[src/rtl/rep3_serial_tx.sv]
`default_nettype none
// ============================================================================
// Module      : rep3_serial_tx
// Description : Repetition-code serial transmitter. Takes a parallel word on
//               a valid/ready handshake and sends every data bit REP times in
//               a row on a 1-bit line. A 2-of-3 voter on the far end can then
//               recover each bit even if one copy is corrupted.
// Revision    : 1.0 - initial release
// ============================================================================
module rep3_serial_tx #(
    parameter int DATA_W    = 8,
    parameter int REP       = 3,
    parameter bit MSB_FIRST = 1'b1
) (
    input  logic              clk,
    input  logic              reset_n,
    input  logic [DATA_W-1:0] in_data,
    input  logic              in_valid,
    output logic              in_ready,
    output logic              out,
    output logic              out_valid,
    output logic              bit_first,
    output logic              done
);

    localparam int c_REP_CW = (REP > 1) ? $clog2(REP) : 1;
    localparam int c_BIT_CW = (DATA_W > 1) ? $clog2(DATA_W) : 1;
    localparam logic [c_REP_CW-1:0] c_REP_LAST = c_REP_CW'(REP - 1);
    localparam logic [c_BIT_CW-1:0] c_BIT_LAST = c_BIT_CW'(DATA_W - 1);
    // With a single copy per bit, every code bit closes its data bit.
    localparam logic c_REP_ONE = (REP == 1);
    // A word made of exactly one code bit: done rises on the very first bit.
    localparam logic c_ONE_BIT_WORD = (REP == 1) && (DATA_W == 1);

    typedef enum logic [0:0] {
        S_IDLE = 1'b0,
        S_SEND = 1'b1
    } state_t;

    state_t              r_state;
    logic [DATA_W-1:0]   r_shift;
    logic [c_REP_CW-1:0] r_rep_cnt;
    logic [c_BIT_CW-1:0] r_bit_cnt;
    logic                r_out;
    logic                r_out_valid;
    logic                r_bit_first;
    logic                r_done;

    logic                w_rep_end;
    logic                w_last;
    logic                w_accept;
    logic [c_REP_CW-1:0] w_rep_inc;
    logic [c_BIT_CW-1:0] w_bit_inc;
    logic [DATA_W-1:0]   w_shift_adv;
    logic                w_head_in;
    logic                w_head_adv;

    // Shift direction and the bit presented at the head of the word.
    generate
        if (MSB_FIRST) begin : g_msb_first
            assign w_shift_adv = r_shift << 1;
            assign w_head_in   = in_data[DATA_W-1];
            assign w_head_adv  = w_shift_adv[DATA_W-1];
        end else begin : g_lsb_first
            assign w_shift_adv = r_shift >> 1;
            assign w_head_in   = in_data[0];
            assign w_head_adv  = w_shift_adv[0];
        end
    endgenerate

    // Counters describe the code bit currently on the line.
    assign w_rep_end = (r_rep_cnt == c_REP_LAST);
    assign w_last    = (r_state == S_SEND) && w_rep_end && (r_bit_cnt == c_BIT_LAST);
    assign w_rep_inc = r_rep_cnt + c_REP_CW'(1);
    assign w_bit_inc = r_bit_cnt + c_BIT_CW'(1);

    // Ready depends only on state and counters, never on in_valid.
    assign in_ready = (r_state == S_IDLE) || w_last;
    assign w_accept = in_valid && in_ready;

    // Single FSM: loads words, steps counters and registers the line outputs
    // for the next cycle so that they change only on the clock edge.
    always_ff @(posedge clk or negedge reset_n) begin
        if (!reset_n) begin
            r_state     <= S_IDLE;
            r_shift     <= '0;
            r_rep_cnt   <= '0;
            r_bit_cnt   <= '0;
            r_out       <= 1'b0;
            r_out_valid <= 1'b0;
            r_bit_first <= 1'b0;
            r_done      <= 1'b0;
        end else if (w_accept) begin
            // New word (from IDLE or from the last code bit of the previous one).
            r_state     <= S_SEND;
            r_shift     <= in_data;
            r_rep_cnt   <= '0;
            r_bit_cnt   <= '0;
            r_out       <= w_head_in;
            r_out_valid <= 1'b1;
            r_bit_first <= 1'b1;
            r_done      <= c_ONE_BIT_WORD;
        end else if (r_state == S_SEND) begin
            if (w_last) begin
                // Word finished and nothing queued: drop back to an idle line.
                r_state     <= S_IDLE;
                r_shift     <= '0;
                r_rep_cnt   <= '0;
                r_bit_cnt   <= '0;
                r_out       <= 1'b0;
                r_out_valid <= 1'b0;
                r_bit_first <= 1'b0;
                r_done      <= 1'b0;
            end else if (w_rep_end) begin
                // Last copy of this data bit: move on to the next data bit.
                r_rep_cnt   <= '0;
                r_bit_cnt   <= w_bit_inc;
                r_shift     <= w_shift_adv;
                r_out       <= w_head_adv;
                r_bit_first <= 1'b1;
                r_done      <= c_REP_ONE && (w_bit_inc == c_BIT_LAST);
            end else begin
                // Another copy of the same data bit.
                r_rep_cnt   <= w_rep_inc;
                r_bit_first <= 1'b0;
                r_done      <= (w_rep_inc == c_REP_LAST) && (r_bit_cnt == c_BIT_LAST);
            end
        end
    end

    assign out       = r_out;
    assign out_valid = r_out_valid;
    assign bit_first = r_bit_first;
    assign done      = r_done;

endmodule
`default_nettype wire

[config.mk]
export PLATFORM = sky130hd
export DESIGN_NAME = rep3_serial_tx
export DESIGN_NICKNAME = d
export VERILOG_FILES = /design/src/rtl/rep3_serial_tx.sv
export SDC_FILE = /design/constraint.sdc
export NUM_CORES = 1
export LEC_CHECK = 0
export CAP_MARGIN = 20
export CORE_MARGIN = 4
export CORE_UTILIZATION = 57
export CTS_BUF_LIST = sky130_fd_sc_hd__clkbuf_2
export DETAILED_ROUTE_END_ITERATION = 12
export HOLD_SLACK_MARGIN = 0.06
export PLACE_DENSITY = 0.95
export SLEW_MARGIN = 5
export SYNTH_ARGS = -nofsm -noshare
export SYNTH_HDL_FRONTEND = slang
export SYNTH_SLANG_ARGS = --single-unit
[constraint.sdc]
create_clock -name clk -period 3.2 [get_ports clk]
set_input_delay 0.64 -clock clk [delete_from_list [all_inputs] [get_ports clk]]
set_output_delay 0.64 -clock clk [all_outputs]
set_load 0.005 [all_outputs]
; After elaboration in Yosys (flattened, before gate mapping)
; Index checks and enable logic that the tools add are counted.
[word_totals]
out_inout_bits = 5
register_bits = 17
in_bits = 11
wordCells = 54
[classes]
muxes = 30
add_sub_neg = 2
eq_ne = 3
bitwise = 1
reduce_logical = 10
[ops]
columns = operator, count
row1 = 2-to-1 mux 7 bit, 4
row2 = 2-to-1 mux 1 bit, 18
row3 = 2-to-1 mux 3 bit, 4
row4 = 2-to-1 mux 2 bit, 4
row5 = equality test 2 bit (second input constant), 2
row6 = logical AND 1 bit, 4
row7 = AND reduction 2 bit, 2
row8 = nonzero test 2 bit, 2
row9 = adder 3 x 1 -> 3 bit (second input constant), 1
row10 = equality test 3 bit (second input constant), 1
row11 = nonzero test 3 bit, 1
row12 = adder 2 x 1 -> 2 bit (second input constant), 1
row13 = logical OR 1 bit, 1
row14 = inverter 1 bit, 1

; Depth between registers and ports, before layout
; Gate-level depths: netlist of run 1.
[logic_depth]
depth_word = 7
depth_mapped = 6
ltp_nobuf = 5

; Worst setup path after synthesis of run 1
; Ideal clock, no wire load.
[synth_timing]
path_kind = flip-flop to output port
startpoint = register r_bit_cnt[0]
endpoint = output in_ready
path_buffers = 1
path_stages_with_launch = 6
t_arrival_ns = 1.249
t_required_ns = 2.560
slack_ns = 1.311
path_cell_list = dfrtp_1 > ha_1 > ha_1 > and3b_1 > buf_6 > nand2b_1
[synth_between]
elab_chain_cells = 3
[synth_lines]
columns = item, line_no
row1 = from (decl), 43  ; logic [c_BIT_CW-1:0] r_bit_cnt;
row2 = from (signal assigned), 117  ; r_bit_cnt <= w_bit_inc;
row3 = equality test 3 bit, 73  ; assign w_last = (r_state == S_SEND) && w_rep_end && (r_bit_cnt == c_BIT_LAST);
row4 = logical AND 1 bit, 73
row5 = logical OR 1 bit, 78  ; assign in_ready = (r_state == S_IDLE) || w_last;
row6 = to (decl), 19  ; output logic in_ready,
; No other way between the ends.

; Final worst setup path of run 1
; Same ends and word-level chain as after synthesis.

==> results of run 1 <==
-- registers in the layout, indices dropped and copies added, names as in the netlist --
name       cells
r_rep_cnt      2
r_state        1
r_shift        7
r_bit_cnt      3
out            1
out_valid      1
bit_first      1
done           1
-- cell type report --
type	count	area, sq um
Clock buffer	3	15.0
Sequential cell	17	425
Timing Repair Buffer	16	158
Fill cell	98	347
Tap cell	15	18.8
Inverter	2	7.51
Multi-Input combinational cell	60	390
Clock inverter	1	5.00
-- power by group through the flow --
stage,Clock [mW],Combinational [mW],Sequential (mW)
2_1_floorplan,0,0.185,0.339
3_3_place_gp,0,0.246,0.347
3_5_place_dp,0,0.252,0.351
4_1_cts,0.0989,0.257,0.347
5_1_grt,0.110,0.289,0.358
6_report,0.0973,0.256,0.348
-- routing by layer --
layer | GRT usage (%) | vias to the layer above
met1 | 24.3 | 341
met5 | 0 | -
met2 | 31.2 | 43
met3 | 5.36 | 5
li1 | - | 350
met4 | 7.73 | 0
-- cell usage after synthesis --
master and instances:
a21oi_1 2, a22o_1 3, a31oi_1 7, a32o_1 1
and3b_1 2, buf_2 4, buf_6 2, clkbuf_1 1
dfrtp_1 17, ha_1 2, inv_1 1, inv_2 1
nand2_1 1, nand2b_1 5, nand3_1 7, nand3b_1 1
nand4_1 1, nand4b_2 1, nor2_1 4, nor2b_1 2
nor3_1 9, o211ai_1 7, o21a_1 1, o21ai_1 2
o2bb2ai_1 1, o31ai_1 1
-- per-stage QoR --
| step | util (%) | setup slack [ps] | hold slack (ps) | instances |
|---|---|---|---|---|
| 2_1_floorplan | - | 1310 | 344 | 86 |
| 3_3_place_gp | 73.2 | 777 | 480 | 110 |
| 3_5_place_dp | 73.2 | 743 | 493 | 110 |
| 4_1_cts | 74.6 | 367 | 528 | 114 |
| 5_1_grt | 74.6 | 238 | 562 | 114 |
| 6_report | 74.6 | 373 | 527 | 114 |
-- final timing paths --
path,startpoint,end,cells past startpoint
max,r_bit_cnt[0]$_DFFE_PN0P_,in_ready,5
min,r_bit_cnt[1]$_DFFE_PN0P_,r_bit_cnt[1]$_DFFE_PN0P_,1
max reg2reg,r_bit_cnt[0]$_DFFE_PN0P_,r_shift[0]$_DFFE_PN0P_,5
min reg2reg,r_bit_cnt[1]$_DFFE_PN0P_,r_bit_cnt[1]$_DFFE_PN0P_,1
max in group asynchronous,reset_n,r_bit_cnt[2]$_DFFE_PN0P_,1
min in group asynchronous,reset_n,r_shift[5]$_DFFE_PN0P_,1
-- cells by family after synthesis --
logic type      Yosys count  synth area share, %
simple gates             33                 21.7
buf+inv                   9                 6.19
compound gates           25                 20.3
fa+ha+maj                 2                 2.88
flops                    17                 48.9
==> run metrics, run 1 <==
clk root buf=clkbuf_2; die area=2210 sq um; dpl hpwl=1.26 mm; Initial DRT Pass Iterations=5; pin count of the biggest net entering global routing=18; Post-Syn Instances=86; Final Instance Area=1020 sq um; crit-path cells=ha_1, ha_1, and3b_1, nand2b_1, clkdlybuf4s50_1; hold crit path type=reg -> reg; CP arrival=2190 ps; CP Capture Type=output pin; CTS resizes=0; Max Buffers Root-to-Sink=2; synth-to-layout area growth=17.3%; Req. time, crit path=2560 ps; Final setup violation count=0; final hold violation count=0; Design Power=701 uW; aggregate negative setup slack=0 ps; part of the power in combinational logic=36.5%; dpl cell area=1000 sq um; synthesized flop and latch total=17; Worst path slowest cell=clkdlybuf4s50_1; CP Class=reg -> out; CP Max Fanout=10; M1 WL=775 microns; CTS clk-pin slew, worst paths=150 ps; Clk network pwr share=13.9%; core area=1370 sq um; kind of cell adding the most delay to the critical path=simple AND/OR/NAND/NOR gates; Synth cell types=26; total via count in the routed design=739; routability cong.=0.828; number of remaining DRC errors=0; fin crit period=2830 ps; Worst Setup Start Kind=flip-flop; fmax=354 MHz; Routed Antenna Nets=0; die span in y=47.1 microns; Seq/Total Area, Yosys=48.9%; reg2reg setup slack=1530 ps; top cells by area, synth=dfrtp_1 (49%), o211ai_1 (6.0%), nor3_1 (5.2%); total grt overflow=0; Worst VDD drop=0.000382 V; status=finished, final reports clean; WL met3=167 microns; Via density=6.48; CTS Hold Bufs=0; Post-CTS Setup Bufs=0; initial antenna violation count=0; max-slew violation count=0; Rows=13; H-tree Lvls=1; Pint=454 uW; top-area cell type share of the netlist area=48.9%; max cap viols=0; first-pass GRT wire length=3.04 mm; nets=113; most common cell after layout, fill and taps aside=dfrtp_1; vias in the first global route=713; Mapped Avg Cell Area=10.1 sq um; fin crit share=88.3%; num ports=16; Num CTS Buffers=3; Antenna diodes=0; Initial Util=63.6%; synth warn=0; Post-Syn Area=870 sq um; commonest cells after routing, fill and taps aside=dfrtp_1 (17), clkdlybuf4s50_1 (15), nor3_1 (9); layout cells sized above 1=7.07%; Switching Fraction=35.3%; met2 routed WL=825 microns; worst-skew pair later-pin latency=310 ps; crit-path max cell delay=510 ps; final WL=1.80 mm; Leak Pwr=0.433 nW; most used cell along the critical path=ha_1; Clock Sinks=17; Slew @ Worst Pin=734 ps; DR iter-0 viols=32; skew final=17.4 ps; Pwr Density=688 nW/um^2; IO Port Bufs=15; Die W=47.1 microns; Synthesized Nets=99; Buf+Inv Stages, Crit Path=1; Top Metal Used=met4; RSZ-0062 raised after global routing=no; slew margin rel.=50.9%; Flop pwr share=49.6%; Total Routing Usage GR=19.3%; Synth area leader=dfrtp_1; TritonCTS clock tree=yes; wire per inst=15.8 microns; P_sw=248 uW
No activity file was read; power rests on OpenSTA's default activity.
==> run 2: changes to the inputs <==
Settings changed: CAP_MARGIN 20 to unset, SLEW_MARGIN 5 to unset.
==> results of run 2 <==
Same layout as run 1: the final DEF is identical, and so are final timing and power.
==> run 3: changes to the inputs <==
Settings changed: CORE_AREA set to 4 4 41 43, CORE_MARGIN 4 to unset, CORE_UTILIZATION 57 to unset, DIE_AREA set to 0 0 45 47, DONT_BUFFER_PORTS set to 1, PLACE_DENSITY 0.95 to 0.91, TNS_END_PERCENT set to 30.
==> run metrics, run 3 (synthesis results as in run 1) <==
status=finished, final reports clean; max reg flops=7; RSZ-0062 raised after global routing=no; synth-to-layout area growth=0.288%; fin crit share=73.4%; total via count in the routed design=704; CP Capture Type=output pin; num ports=16; final hold violation count=0; IO Port Bufs=0; dpl hpwl=1.24 mm; Design Power=676 uW; die span in y=47 microns; Req. time, crit path=2560 ps; worst-skew pair later-pin latency=300 ps; Worst Setup Start Kind=flip-flop; vias in the first global route=622; setup ws final=850 ps; Leak Pwr=0.375 nW; routability cong.=0.826; reg-to-reg startpoint=r_state$_DFF_PN0_; total grt overflow=0; slew margin rel.=51.4%; hold crit path type=in -> reg; HP Start=in_valid; Worst Setup SP=r_bit_cnt[0]$_DFFE_PN0P_; Fillers=98; wire per inst=18.1 microns; layout cells sized above 1=7.14%; Routed Antenna Nets=0; reg2reg setup slack=1480 ps; aggregate negative setup slack=0 ps; CTS clk-pin slew, worst paths=160 ps; CTS resizes=0; first-pass GRT wire length=2.90 mm; dpl cell area=842 sq um; Pwr Density=775 nW/um^2; initial antenna violation count=0; Num CTS Buffers=3; CP Class=reg -> out; Final setup violation count=0; nets=98; Max Buffers Root-to-Sink=2; FF-to-FF End=r_shift[3]$_DFFE_PN0P_; biggest regs=r_shift: 7 flops, r_bit_cnt: 3 flops, r_rep_cnt: 2 flops; Reg with most FFs=r_shift; skew final=0.271 ps; Total Routing Usage GR=19.5%; final WL=1.80 mm; Post-CTS Setup Bufs=0; die area=2120 sq um; pin count of the biggest net entering global routing=18; Rows=13; TritonCTS clock tree=yes; Final Instance Area=872 sq um; number of remaining DRC errors=0; Worst VDD drop=0.000566 V; DR iter-0 viols=31; fin crit period=2350 ps; Antenna diodes=0; Slew @ Worst Pin=727 ps; fmax=426 MHz; core area=1300 sq um; max-slew violation count=0; max cap viols=0; Via density=7.11; commonest cells after routing, fill and taps aside=dfrtp_1 (17), nor3_1 (9), o211ai_1 (7), nand3_1 (7), a31oi_1 (7); R2R cell count=3; non-filler cells, final=99; Initial Util=66.8%; Initial DRT Pass Iterations=4; Die W=45 microns; clk root buf=clkbuf_2; H-tree Lvls=1; most common cell after layout, fill and taps aside=dfrtp_1; placed cell count=94; CP Max Fanout=10; Clock Sinks=17; termination of the worst setup path=in_ready; CTS Hold Bufs=1; pre-CTS setup slack=1230 ps; CP arrival=1710 ps
-- run 3: cell count changes in the layout (fill, tap and decap cells not counted) --
cell / change
buf_4: -1
clkbuf_2: +1
clkdlybuf4s50_1: -15
clkinv_2: -1
dlygate4sd3_1: +1
-- run 3: worst min path at each step --
stage / slack, ps / depth (start not counted) / to
after floorplan: 340 / 0 / bit_first$_DFFE_PN0P_
after global placement: 340 / 0 / out$_DFFE_PN0P_
after detailed placement: 340 / 0 / out$_DFFE_PN0P_
after CTS: 430 / 1 / r_state$_DFF_PN0_
after global routing: 440 / 1 / r_state$_DFF_PN0_
final: 430 / 1 / r_state$_DFF_PN0_
-- run 3: area by class of cell --
type | instances | area [sq um] | area share, %
clock buffers | 4 | 20.0 | 2.30
multi-input cells | 60 | 390 | 44.8
repair buffers | 1 | 10.0 | 1.15
flip-flops and latches | 17 | 425 | 48.8
inverters | 2 | 7.51 | 0.861
well taps | 15 | 18.8 | 2.15
-- run 3: where the power goes --
| part | switching, mW | internal [mW] | leakage [nW] | total (mW) |
|---|---|---|---|---|
| Clock | 0.0681 | 0.0331 | 0.0166 | 0.101 |
| Sequential | 0.0650 | 0.292 | 0.201 | 0.357 |
| Combinational | 0.114 | 0.104 | 0.158 | 0.218 |
| Total | 0.247 | 0.429 | 0.375 | 0.676 |
-- run 3: per-layer routing --
layer	up-vias	global-route usage [%]	part of all wire, %
li1	319	-	-
met1	345	24.6	43
met2	33	30.5	46
met3	7	5.36	8.6
met4	0	10.5	2.5
met5	-	0	0
-- run 3: stage by stage --
step           utilization (%)  hold WS, ps
2_1_floorplan                -          344
3_3_place_gp              64.7          345
3_5_place_dp              64.7          345
4_1_cts                   67.0          429
5_1_grt                   67.0          441
6_report                  67.0          427
-- run 3: critical path: stages, from the launching register on --
cell and delay (ps):
dfrtp_1 410, ha_1 170, ha_1 250, and3b_1 380
nand2b_1 200
